### config.mk
export PLATFORM = sky130hd
export DESIGN_NAME = byte_permutation_stream
export DESIGN_NICKNAME = d
export VERILOG_FILES = /design/src/rtl/rijndael_pkg.sv /design/src/rtl/byte_perm_addr_gen.sv /design/src/rtl/byte_permutation_stream.sv
export SDC_FILE = /design/constraint.sdc
export NUM_CORES = 1
export LEC_CHECK = 0
export CORE_MARGIN = 2
export CORE_UTILIZATION = 40
export DETAILED_ROUTE_END_ITERATION = 8
export PLACE_DENSITY_LB_ADDON = 0.08
export RECOVER_POWER = 50
export SYNTH_ARGS = -nofsm -noshare
export SYNTH_HDL_FRONTEND = slang
export SYNTH_SLANG_ARGS = --single-unit
export TNS_END_PERCENT = 1
### constraint.sdc
create_clock -name clk -period 2.2 [get_ports clk]
set_input_delay 0.44 -clock clk [delete_from_list [all_inputs] [get_ports clk]]
set_output_delay 0.44 -clock clk [all_outputs]
set_load 0.005 [all_outputs]
### src/rtl/rijndael_pkg.sv
// Shared Rijndael helpers for the narrow-datapath core.
// Covers legal column counts, ShiftRows offsets and block size.
package rijndael_pkg;

    function automatic bit nb_is_legal(input int nb);
        return (nb == 4) || (nb == 6) || (nb == 8);
    endfunction

    // Rows 2 and 3 shift one extra column for 256-bit blocks.
    function automatic int shift_offset(input int nb, input int r);
        return (nb == 8 && r >= 2) ? r + 1 : r;
    endfunction

    function automatic int block_size(input int nb);
        return 4 * nb;
    endfunction

endpackage

### src/rtl/byte_perm_addr_gen.sv
// Combinational source-lane lookup for ShiftRows / InvShiftRows.
// Maps output lane k to the stored lane index that feeds it.
module byte_perm_addr_gen
    import rijndael_pkg::*;
#(
    parameter int NB = 4,
    parameter int AW = $clog2(4 * NB)
) (
    input  logic [AW-1:0] k,
    input  logic          inv,
    output logic [AW-1:0] src
);

    int row;
    int col;
    int shift;
    int src_col;

    always_comb begin
        row   = int'(k) % 4;
        col   = int'(k) / 4;
        shift = shift_offset(NB, row);
        if (inv) begin
            src_col = (col - shift + NB) % NB;
        end else begin
            src_col = (col + shift) % NB;
        end
        src = AW'(row + 4 * src_col);
    end

endmodule

### src/rtl/byte_permutation_stream.sv
// Ping-pong buffered ShiftRows / InvShiftRows unit, one lane per cycle in and out.
// One bank fills while the other drains in permuted order.
module byte_permutation_stream
    import rijndael_pkg::*;
#(
    parameter int W  = 8,
    parameter int NB = 4
) (
    input  logic         clk,
    input  logic         rst_n,
    input  logic         in_valid,
    output logic         in_ready,
    input  logic [W-1:0] in_data,
    input  logic         in_inv,
    output logic         out_valid,
    input  logic         out_ready,
    output logic [W-1:0] out_data,
    output logic         out_last
);

    localparam int N  = block_size(NB);
    localparam int AW = $clog2(N);
    localparam logic [AW-1:0] LAST = AW'(N - 1);

    if (!nb_is_legal(NB)) begin : g_bad_nb
        $error("byte_permutation_stream: NB must be 4, 6 or 8");
    end

    logic [W-1:0]  mem_q [2][N];
    logic [W-1:0]  mem_d [2][N];
    logic [1:0]    full_q, full_d;
    logic [1:0]    inv_q, inv_d;
    logic          wbank_q, wbank_d;
    logic          rbank_q, rbank_d;
    logic [AW-1:0] wcnt_q, wcnt_d;
    logic [AW-1:0] rcnt_q, rcnt_d;
    logic [AW-1:0] src;
    logic          wr_fire;
    logic          rd_fire;

    byte_perm_addr_gen #(
        .NB(NB),
        .AW(AW)
    ) u_addr_gen (
        .k  (rcnt_q),
        .inv(inv_q[rbank_q]),
        .src(src)
    );

    assign in_ready  = !full_q[wbank_q];
    assign out_valid = full_q[rbank_q];
    assign out_data  = mem_q[rbank_q][src];
    assign out_last  = out_valid && (rcnt_q == LAST);
    assign wr_fire   = in_valid && in_ready;
    assign rd_fire   = out_valid && out_ready;

    // Write and read sides touch different banks, so both updates can apply together.
    always_comb begin
        mem_d   = mem_q;
        full_d  = full_q;
        inv_d   = inv_q;
        wbank_d = wbank_q;
        rbank_d = rbank_q;
        wcnt_d  = wcnt_q;
        rcnt_d  = rcnt_q;

        if (wr_fire) begin
            mem_d[wbank_q][wcnt_q] = in_data;
            if (wcnt_q == '0) begin
                inv_d[wbank_q] = in_inv;
            end
            if (wcnt_q == LAST) begin
                full_d[wbank_q] = 1'b1;
                wbank_d         = ~wbank_q;
                wcnt_d          = '0;
            end else begin
                wcnt_d = wcnt_q + 1'b1;
            end
        end

        if (rd_fire) begin
            if (rcnt_q == LAST) begin
                full_d[rbank_q] = 1'b0;
                rbank_d         = ~rbank_q;
                rcnt_d          = '0;
            end else begin
                rcnt_d = rcnt_q + 1'b1;
            end
        end
    end

    always_ff @(posedge clk or negedge rst_n) begin
        if (!rst_n) begin
            for (int b = 0; b < 2; b++) begin
                for (int i = 0; i < N; i++) begin
                    mem_q[b][i] <= '0;
                end
            end
            full_q  <= '0;
            inv_q   <= '0;
            wbank_q <= 1'b0;
            rbank_q <= 1'b0;
            wcnt_q  <= '0;
            rcnt_q  <= '0;
        end else begin
            mem_q   <= mem_d;
            full_q  <= full_d;
            inv_q   <= inv_d;
            wbank_q <= wbank_d;
            rbank_q <= rbank_d;
            wcnt_q  <= wcnt_d;
            rcnt_q  <= rcnt_d;
        end
    end

endmodule

* After elaboration in Yosys (flattened, before gate mapping)
Index checks and enable logic that the tools add are counted.
Word-level totals: bits in registers 270, input bits 13, output and inout bits 11
Operators by class: $add $sub $neg 6, $lt $le $gt $ge 10, equality and inequality tests 2, multiplexer cells 29, bitwise logic cells 9, reductions and logical operators 12
Operator list (number):
- 128-bit 2-to-1 mux | 4
- 256-bit bitwise mux | 1
- 128-bit demux with 1-bit select | 1
- 32-bit by 4-bit adder with 32-bit output, second input constant | 1
- 8-bit binary-select mux with 4-bit select | 1
- 8-bit demux with 4-bit select | 1
- 8-bit 2-to-1 mux | 3
- 5-bit >= comparator, second input constant | 2
- 2-bit 2-to-1 mux | 5
- 4-bit NOT with 5-bit output | 2
- 4-bit by 1-bit adder with 4-bit output, second input constant | 2
- 4-bit equality test, second input constant | 2
- 1-bit 2-to-1 mux | 8
- 4-bit 2-to-1 mux | 2
- 1-bit logical AND | 7
- 2-bit AND reduction | 3
- 5-bit by 1-bit less-than comparator with 1-bit output, second input constant | 1
- 3-bit by 4-bit adder with 4-bit output | 1
- 2-bit >= comparator, second input constant | 2
- 4-bit zero test | 1
- 1-bit by 2-bit less-than comparator with 1-bit output, second input constant | 2
- 1-bit NOT with 2-bit output | 2
- 2-bit by 2-bit subtractor with 3-bit output | 1
- 2-bit adder | 1
- 9 further kinds | 12

* Longest topological paths before layout
Gate-level depths: netlist of run 1.
word-level depth 10, depth in mapped cells 8, depth with buffers taken out 6

* Cells and area by module
Synthesis of run 1 repeated with hierarchy kept, for this count alone.
Second synthesis, totals: cell total of the unflattened synthesis 770, area, all modules 12446.9 µm²
By module, submodules not included:
- byte_permutation_stream | instances 1, cells an instance 761, area each 12371.9 µm², seq. area each 6756.5 µm²
- byte_perm_addr_gen | instances 1, cells an instance 9, area each 75.1 µm², seq. area each 0.0 µm²

* Least setup slack after synthesis of run 1
No wires, ideal clock.
path kind register to output, start point register rcnt_q[0], end point output out_data[0], data arrival time 1.755 ns, data required time 1.760 ns, slack 0.005 ns, cell stages (with the launch flop) 7, cell sequence dfrtp_1 -> buf_2 -> clkbuf_1 -> mux4_2 -> a22oi_1 -> nand2_1 -> mux2_4
On the way: word-level cells in the longest chain between the ends 8
Ends and longest elaborated chain:
- start: declaration | line byte_permutation_stream.sv:36 | logic [AW-1:0] rcnt_q, rcnt_d;
- start signal: assignment | line byte_permutation_stream.sv:112 | rcnt_q <= rcnt_d;
- 2-bit by 2-bit subtractor with 3-bit output | line byte_perm_addr_gen.sv:24 | src_col = (col - shift + NB) % NB;
- 32-bit by 4-bit adder with 32-bit output | line byte_perm_addr_gen.sv:24
- 2-bit 2-to-1 mux | line byte_perm_addr_gen.sv:23 | if (inv) begin
- 3-bit by 4-bit adder with 4-bit output (*) | line byte_perm_addr_gen.sv:28 | src = AW'(row + 4 * src_col);
- 4-bit NOT with 5-bit output (not written as such) (*) | line byte_permutation_stream.sv:52 | assign out_data = mem_q[rbank_q][src];
- 8-bit binary-select mux with 4-bit select (*) | line byte_permutation_stream.sv:52
- 8-bit 2-to-1 mux (not written as such) (*) (2 in series) | line byte_permutation_stream.sv:52
- end: declaration | line byte_permutation_stream.sv:17 | output logic [W-1:0] out_data,
Mark *: on every way between the ends. The rest lies on a longest branch, timed or not. The select of a mux whose other input is x is not followed.

* Worst setup path in the final report of run 1
start point register rbank_q, end point output out_data[0]
On the way: word-level cells in the longest chain between the ends 8
Ends and longest elaborated chain:
- start: declaration | line byte_permutation_stream.sv:34 | logic rbank_q, rbank_d;
- start signal: assignment | line byte_permutation_stream.sv:110 | rbank_q <= rbank_d;
- 1-bit 2-to-1 mux (not written as such) (2 in series) | line byte_permutation_stream.sv:46 | .inv(inv_q[rbank_q]),
- 2-bit 2-to-1 mux | line byte_perm_addr_gen.sv:23
- 3-bit by 4-bit adder with 4-bit output | line byte_perm_addr_gen.sv:28
- 4-bit NOT with 5-bit output (not written as such) | line byte_permutation_stream.sv:52
- 8-bit binary-select mux with 4-bit select (*) | line byte_permutation_stream.sv:52
- 8-bit 2-to-1 mux (not written as such) (*) (2 in series) | line byte_permutation_stream.sv:52
Marks and branches as above.

==> results.cfg, run 1 <==
[clocking]
cts.sinks = 270
path_clk_slew_ns = 0.06
htree_levels = 1
root_buffer = clkbuf_16
numCtsBuffers = 31
clock_latency_ns = 0.56
clock_tree.buffer_depth = 3
cts_tree = yes

[power]
p_sw_uw = 5080
cellLeakagePower_uw = 0.00740
p_per_area_nw_per_um2 = 1090
swShare_pct = 30.2
power_frac_comb_pct = 34.8
p_int_uw = 11700
irDropWorstVdd_uv = 671
pwr-share-clk_pct = 30.7
p_seq_share_pct = 34.5

[setup_path]
slowest_delay_ns = 0.52
crit_path_top_delay_cell = dfrtp_4
crit_path_start_kind = flop
timing.rr.start = rbank_q$_DFFE_PN0P_
reg2reg_depth = 7
cp_top_family = multiplexers
end_kind = primary output
critPathRequiredTime_ns = 1.76
arrival_ns = 2.71
crit_chain = buf_12, mux2i_4, mux2i_2, buf_4, xnor2_4, buf_12, buf_6, mux2_4, buf_6
critPathKind = flop to primary output
worstSetupPathDepth = 9
critPathMaxFanout = 7
timing.critical_path.from = rbank_q$_DFFE_PN0P_
path_buf_inv = 5

[synth]
synth-edff-count = 0
synth_top_area_share_pct = 54.0
syn_nets = 826
yosysWarnings = 0
yosysSeqAreaShare_pct = 54.0
synthTopCellsByCount = dfrtp_1, mux2_2, mux4_2
synth_most_common_cell = dfrtp_1
yosysTopAreaCell = dfrtp_1
synth_area_per_cell_um2 = 15.5
synth_cells = 807
synth_ff_type = dfrtp_1
synth_cell_type_count = 39
netlist_area_um2 = 12500
synth_seq_cells = 270
synthArstFlopShare_pct = 100
synth_area_leaders = dfrtp_1, mux2_2, mux4_2

[sta]
timing.hold.ws_ns = 0.485
setup_slack_ns = -0.951
skew_ns = 0.00933
worstMarginPinSlew_ns = 1.63
finalMaxSlewViolations = 54
post-route-period-util_pct = 143
fmax_ghz = 0.317
finalHoldViolCount = 0
grt_setup_unrepaired = true
setup_viol = 10
layout_min_cycle_time_ns = 3.15
slew_headroom_pct = -8.47

[routing]
wl_um = 31900
drc = 0
route.detailed.wl_per_inst_um = 23.7
drtIter0Drc = 352
ant_nets = 0
via_per_inst = 5.47
via_count = 7346
firstDrtPassIters = 4

[floorplan]
die_x_um = 181
fp-row-count = 64
core_area_um2 = 30700
dieArea_um2 = 32700
initial_utilization_pct = 40.8
ios = 24
dieHeight_um = 181

[cells_and_area]
syn2layout_area_growth_pct = 23.1
final_core_util_pct = 50.2
finalNetCount = 940
fin_cells = 1343
drive_gt1_share_pct = 53.9

[grt]
grt_max_degree = 67
grt-ovfl-total = 0
grt_pass1_vias = 8204
antenna_found_initial = 0
grt_pass1_wl_um = 51000
grt_use_total_pct = 20.3

[placement]
placed_cells = 1260
place_hpwl_um = 21200
io_buffers = 23
gp_congestion = 0.763

[run_status]
status = complete, but fails checks
violations = max-capacitance violations, max-slew violations, negative setup slack

[min_path]
min_from = mem_q[85]$_DFFE_PN0P_
holdPathStages = 1
hp-class = flop to flop

[run]
maxCapViolations = 1
-- power groups by stage --
stage          clock [uW]  combinational (uW)  sequential, uW
4_1_cts              5280                5890            5800
6_report             5160                5840            5800
5_1_grt              5520                6220            5870
3_5_place_dp            0                4970            5870
3_3_place_gp            0                4920            5830
2_1_floorplan           0                2930            5720
-- through the flow --
| step | setup TNS, ns | total power [uW] | instance area [um^2] | setup slack (ns) |
|---|---|---|---|---|
| 6_report | -8.48 | 16800 | 15400 | -0.951 |
| 5_1_grt | -10.46 | 17600 | 15400 | -1.03 |
| 4_1_cts | -8.84 | 17000 | 15400 | -0.994 |
| 3_5_place_dp | -31.31 | 10800 | 14000 | -0.787 |
| 3_3_place_gp | -26.22 | 10800 | 14000 | -0.786 |
| 2_1_floorplan | 0 | 8650 | 12500 | 0.00528 |
-- cells by family (layout without fill, tap and decap cells) --
group	Yosys count	count (layout)	synth area share, %
AOI/OAI and AO/OA	40	40	2.43
xor gates and xnor gates	6	6	0.570
adders and majority gates	6	6	0.600
buffers and inverters	61	200	2.40
DFF	270	270	54.0
muxes	335	335	36.3
other	0	1	0
and+or+nand+nor	89	89	3.66
-- final cells by class --
class	instances	area (um^2)
antenna	1	2.50
clock buffer	45	908
clock inverter	13	126
fill	2595	15300
inverter	4	15.0
multi-input combinational	476	5580
sequential	270	6760
tap	396	495
timing repair buffer	138	1500
-- metal layers --
layer  global-route usage (%)  routed length (um)  share of wire (%)
met5                        0                   0                  0
met4                     3.58                 547                1.7
met1                     29.7               14700                 46
met3                     2.50                1240                3.9
met2                     33.1               15400                 48
-- repair_timing --
action                     4_1_cts  5_1_grt
cloned                           1        0
resized for setup               77        4
pin swaps                       10        4
setup endpoints to repair       11       10
hold endpoints to repair        51        0
setup buffers                   21        1
hold buffers                     1        0
-- cell usage in the layout, fill, tap and decap left out, types with 8 or more instances in the layout --
cell / instances
a22oi_1: 10
a22oi_2: 22
buf_12: 28
buf_4: 74
buf_6: 17
clkbuf_16: 31
clkbuf_8: 8
clkdlybuf4s50_1: 11
dfrtp_1: 267
mux2_1: 37
mux2_2: 223
mux2_4: 8
mux4_2: 58
nand2_1: 47
nor2_2: 12
-- sequential cells by signal (all words and copies together) (netlist names) --
signal,cells
full_q,2
inv_q,2
mem_q,256
rbank_q,1
rcnt_q,4
wbank_q,1
wcnt_q,4
-- path summary, 6_finish.rpt --
| path | to | slack [ns] |
|---|---|---|
| setup / recovery | out_data[0] | -0.95 |
| hold / removal | mem_q[85]$_DFFE_PN0P_ | 0.48 |
| setup reg to reg | rbank_q$_DFFE_PN0P_ | 0.29 |
| hold reg to reg | mem_q[85]$_DFFE_PN0P_ | 0.48 |
| max in group asynchronous | rcnt_q[0]$_DFFE_PN0P_ | 0.23 |
| min in group asynchronous | mem_q[159]$_DFFE_PN0P_ | 0.83 |
Power figures use the tool's default switching activity.
==> run 2, diff against run 1 <==
Settings changed: ABC_CLOCK_PERIOD_IN_PS from default to 2200, CORE_ASPECT_RATIO from default to 1.75.
==> results.cfg, run 2 (synthesis gave the netlist of run 1 again) <==
[grt]
grt-ovfl-total = 0
grt_pass1_wl_um = 50700
grt.busiest_layer = met2
use_met1_pct = 25.3
grt_max_degree = 75
antenna_found_initial = 0
gr-usage-met3_pct = 2.51
grt_pass1_vias = 8388
grt_use_total_pct = 20.9
grtUsageMet2_pct = 37.1

[sta]
finalMaxSlewViolations = 52
grt_setup_unrepaired = true
post-route-period-util_pct = 144
fmax_ghz = 0.316
timing.hold.ws_ns = 0.483
slew_headroom_pct = -3.46
setup_viol = 10
setup_slack_ns = -0.963
finalHoldViolCount = 0
skew_ns = 0.00639
layout_min_cycle_time_ns = 3.16
worstMarginPinSlew_ns = 1.55

[clocking]
cts.sinks = 270
clock_tree.buffer_depth = 3
numCtsBuffers = 27
path_clk_slew_ns = 0.06
cts_tree = yes
root_buffer = clkbuf_16
clock_latency_ns = 0.55
htree_levels = 1

[setup_path]
crit_chain = buf_12, buf_16, buf_12, mux4_2, a22oi_2, buf_4, nand2_2, mux2_4, buf_6
path_buf_inv = 5
arrival_ns = 2.72
crit_path_top_delay_cell = dfrtp_4
critPathRequiredTime_ns = 1.76
cp_common_cell = buf_12
crit_path_start_kind = flop
cp_top_family = multiplexers
critPathMaxFanout = 7
slowest_delay_ns = 0.51
critPathKind = flop to primary output
end_kind = primary output

[routing]
firstDrtPassIters = 4
via_count = 7323
route.detailed.wl_per_inst_um = 24.1
wl_um = 32100
ant_nets = 0
via_per_inst = 5.50
drc = 0
drtIter0Drc = 286

[floorplan]
dieHeight_um = 238
fp-row-count = 85
initial_utilization_pct = 40.7
die_x_um = 138
dieArea_um2 = 32800
core_area_um2 = 30700
ios = 24

[placement]
io_buffers = 23
place_area_um2 = 14100
place_hpwl_um = 22200
gp_congestion = 0.792

[power]
p_per_area_nw_per_um2 = 1050
irDropWorstVdd_uv = 1140
cellLeakagePower_uw = 0.00741
p_total_uw = 16200

[cells_and_area]
final_cell_mix = dfrtp_1, mux2_2, buf_4
design_area_um2 = 15300
final_common_cell = dfrtp_1
antenna_cells = 0
drive_gt1_share_pct = 53.9
reg.largest.list = mem_q x256, rcnt_q x4, wcnt_q x4
largest_reg_flops = 256
top_register = mem_q
syn2layout_area_growth_pct = 22.7
finalNetCount = 938
final_core_util_pct = 49.9

[min_path]
hp-class = flop to flop

[run_status]
status = complete, but fails checks
violations = max-capacitance violations, max-slew violations, negative setup slack

[run]
maxCapViolations = 1
-- run 2: worst paths after layout --
path                            depth (start not counted)                  start                      to  slack [ns]
worst max-delay path                                    9    rbank_q$_DFFE_PN0P_             out_data[4]       -0.96
max in group asynchronous                               3                  rst_n  mem_q[238]$_DFFE_PN0P_        0.22
worst min-delay path                                    1  mem_q[72]$_DFFE_PN0P_   mem_q[72]$_DFFE_PN0P_        0.48
worst min register to register                          1  mem_q[72]$_DFFE_PN0P_   mem_q[72]$_DFFE_PN0P_        0.48
min in group asynchronous                               2                  rst_n  mem_q[188]$_DFFE_PN0P_        0.78
worst max register to register                          9    rbank_q$_DFFE_PN0P_     rbank_q$_DFFE_PN0P_        0.04
-- run 2: repair_timing --
item,4_1_cts,5_1_grt
endpoints found under the hold margin,44,0
pin swaps,14,6
cloned,2,0
buffers inserted,11,0
endpoints found under the setup margin,11,13
hold buffers,1,0
resized for setup,67,5
-- run 2: worst register-to-register path, delay by kind of cell, from the launching register on --
family        cells  cell delay [ns]
xor+xnor          1             0.17
buf+inv           5             0.83
flops             1             0.51
mux               1             0.27
simple gates      2             0.27
-- run 2: cell type report --
class / instances / area (um^2)
Clock inverter: 20 / 239
Multi-Input combinational cell: 476 / 5560
Clock buffer: 30 / 717
Inverter: 4 / 15.0
Fill cell: 2582 / 15400
Tap cell: 391 / 489
Sequential cell: 270 / 6760
Timing Repair Buffer: 140 / 1560
-- run 2: stage by stage --
step                setup slack (ns)  TNS, ns  cells
finish                        -0.963    -8.77   1331
floorplan                    0.00528        0    807
CTS                            -1.03    -9.19   1331
detailed placement            -0.733   -22.88   1267
global placement              -0.744   -22.37   1267
global route                   -1.03   -10.85   1331
-- run 2: per-layer routing --
layer,share of wire (%),up-vias
met5,0,-
met4,4.1,0
met3,2.7,67
met2,53,109
met1,40,3924
li1,-,3223
-- run 2: report_power, final --
| part | switching, uW | internal (uW) |
|---|---|---|
| Combinational | 2530 | 2900 |
| Clock | 2020 | 2940 |
| Sequential | 332 | 5450 |
==> run 3, diff against run 2 <==
Settings changed: CTS_CLUSTER_SIZE from default to 10.
==> results.cfg, run 3 (synthesis gave the netlist of run 1 again) <==
[run_status]
status = complete, but fails checks
violations = max-capacitance violations, max-slew violations, negative setup slack

[grt]
grt-ovfl-total = 0
grt_pass1_wl_um = 51100
grt_pass1_vias = 8409
grt_max_degree = 75
antenna_found_initial = 0
grt_use_total_pct = 21.1

[cells_and_area]
largest_reg_flops = 256
final_cell_mix = dfrtp_1, mux2_2, buf_4
finalNetCount = 942
antenna_cells = 0
top_register = mem_q
design_area_um2 = 15200
reg.largest.list = mem_q x256, rcnt_q x4, wcnt_q x4
drive_gt1_share_pct = 52.6
final_common_cell = dfrtp_1
syn2layout_area_growth_pct = 21.6

[sta]
fin_tns_setup_ns = -8.60
timing.hold.ws_ns = 0.480
post-route-period-util_pct = 145
finalHoldViolCount = 0
setup_slack_ns = -0.985
grt_setup_unrepaired = true
slew_headroom_pct = -1.95
setup_viol = 10
worstMarginPinSlew_ns = 1.53
layout_min_cycle_time_ns = 3.18
skew_ns = 0.0105
finalMaxSlewViolations = 52
fmax_ghz = 0.314

[clocking]
cts_tree = yes
htree_levels = 1
path_clk_slew_ns = 0.06
cts.sinks = 270
root_buffer = clkbuf_16
clock_latency_ns = 0.56
clock_tree.buffer_depth = 3
numCtsBuffers = 31

[setup_path]
crit_path_start_kind = flop
crit_chain = buf_12, buf_16, buf_12, buf_12, mux4_2, a22oi_2, nand2_1, mux2_4, buf_6
cp_common_cell = buf_12
critPathRequiredTime_ns = 1.76
end_kind = primary output
cp_top_family = multiplexers
path_buf_inv = 5
critPathMaxFanout = 7
crit_path_top_delay_cell = dfrtp_4
critPathKind = flop to primary output
slowest_delay_ns = 0.51
arrival_ns = 2.74

[power]
p_total_uw = 15700
p_per_area_nw_per_um2 = 1030
cellLeakagePower_uw = 0.00733
irDropWorstVdd_uv = 1140

[routing]
firstDrtPassIters = 5
via_count = 7303
drc = 0
ant_nets = 0
route.detailed.wl_per_inst_um = 24.5
wl_um = 32300
via_per_inst = 5.52
drtIter0Drc = 256

[floorplan]
core_area_um2 = 30700
fp-row-count = 85
ios = 24
dieArea_um2 = 32800
initial_utilization_pct = 40.7
die_x_um = 138
dieHeight_um = 238

[placement]
place_area_um2 = 14100
gp_congestion = 0.792
place_hpwl_um = 22200
dp_slack_ns = -0.733
io_buffers = 23

[run]
maxCapViolations = 1

[min_path]
hp-class = flop to flop
[run 3: cell types whose count changed in the layout (fill, tap and decap cells not counted), moves of 2 or more]
cell       before  now
buf_2           0    4
bufinv_16       5    0
clkbuf_1        0    7
clkbuf_16      27   31
clkbuf_4        4    2
clkinv_2       11    0
[run 3: final timing paths]
| check | end | start | slack, ns | depth (start not counted) |
|---|---|---|---|---|
| max | out_data[1] | rbank_q$_DFFE_PN0P_ | -0.98 | 9 |
| min | mem_q[72]$_DFFE_PN0P_ | mem_q[72]$_DFFE_PN0P_ | 0.48 | 1 |
| min reg2reg | mem_q[72]$_DFFE_PN0P_ | mem_q[72]$_DFFE_PN0P_ | 0.48 | 1 |
| max reg2reg | rbank_q$_DFFE_PN0P_ | rbank_q$_DFFE_PN0P_ | 0.16 | 9 |
| min in group asynchronous | mem_q[180]$_DFFE_PN0P_ | rst_n | 0.75 | 2 |
| max in group asynchronous | mem_q[107]$_DFFE_PN0P_ | rst_n | 0.23 | 3 |
[run 3: cell type report]
type                            instances  area, um^2
Fill cell                            2608       15500
Sequential cell                       270        6760
Multi-Input combinational cell        476        5560
Timing Repair Buffer                  140        1540
Clock buffer                           40         830
Tap cell                              391         489
Inverter                                4        15.0
Clock inverter                          1        8.76
[run 3: timing repair]
action,CTS,global route
buffers inserted,11,0
resized for setup,71,2
pin swaps,12,6
endpoints found under the setup margin,11,10
endpoints found under the hold margin,44,0
hold buffers,1,0
gates cloned,2,0
[run 3: metrics by stage]
step,cells,util [%]
CTS,1322,49.5
global route,1322,49.5
global placement,1267,45.8
detailed placement,1267,45.8
floorplan,807,-
finish,1322,49.5
[run 3: metal layers]
layer	vias up	track usage, %	routed length, um
li1	3221	-	-
met1	3907	25.1	12600
met2	113	37.9	17600
met3	62	2.63	879
met4	0	8.50	1270
met5	-	0	0
[run 3: power breakdown]
group,switching (uW),internal (uW),total [uW]
Clock,1920,2580,4500
Sequential,340,5450,5790
Combinational,2530,2890,5420
Total,4800,10900,15700
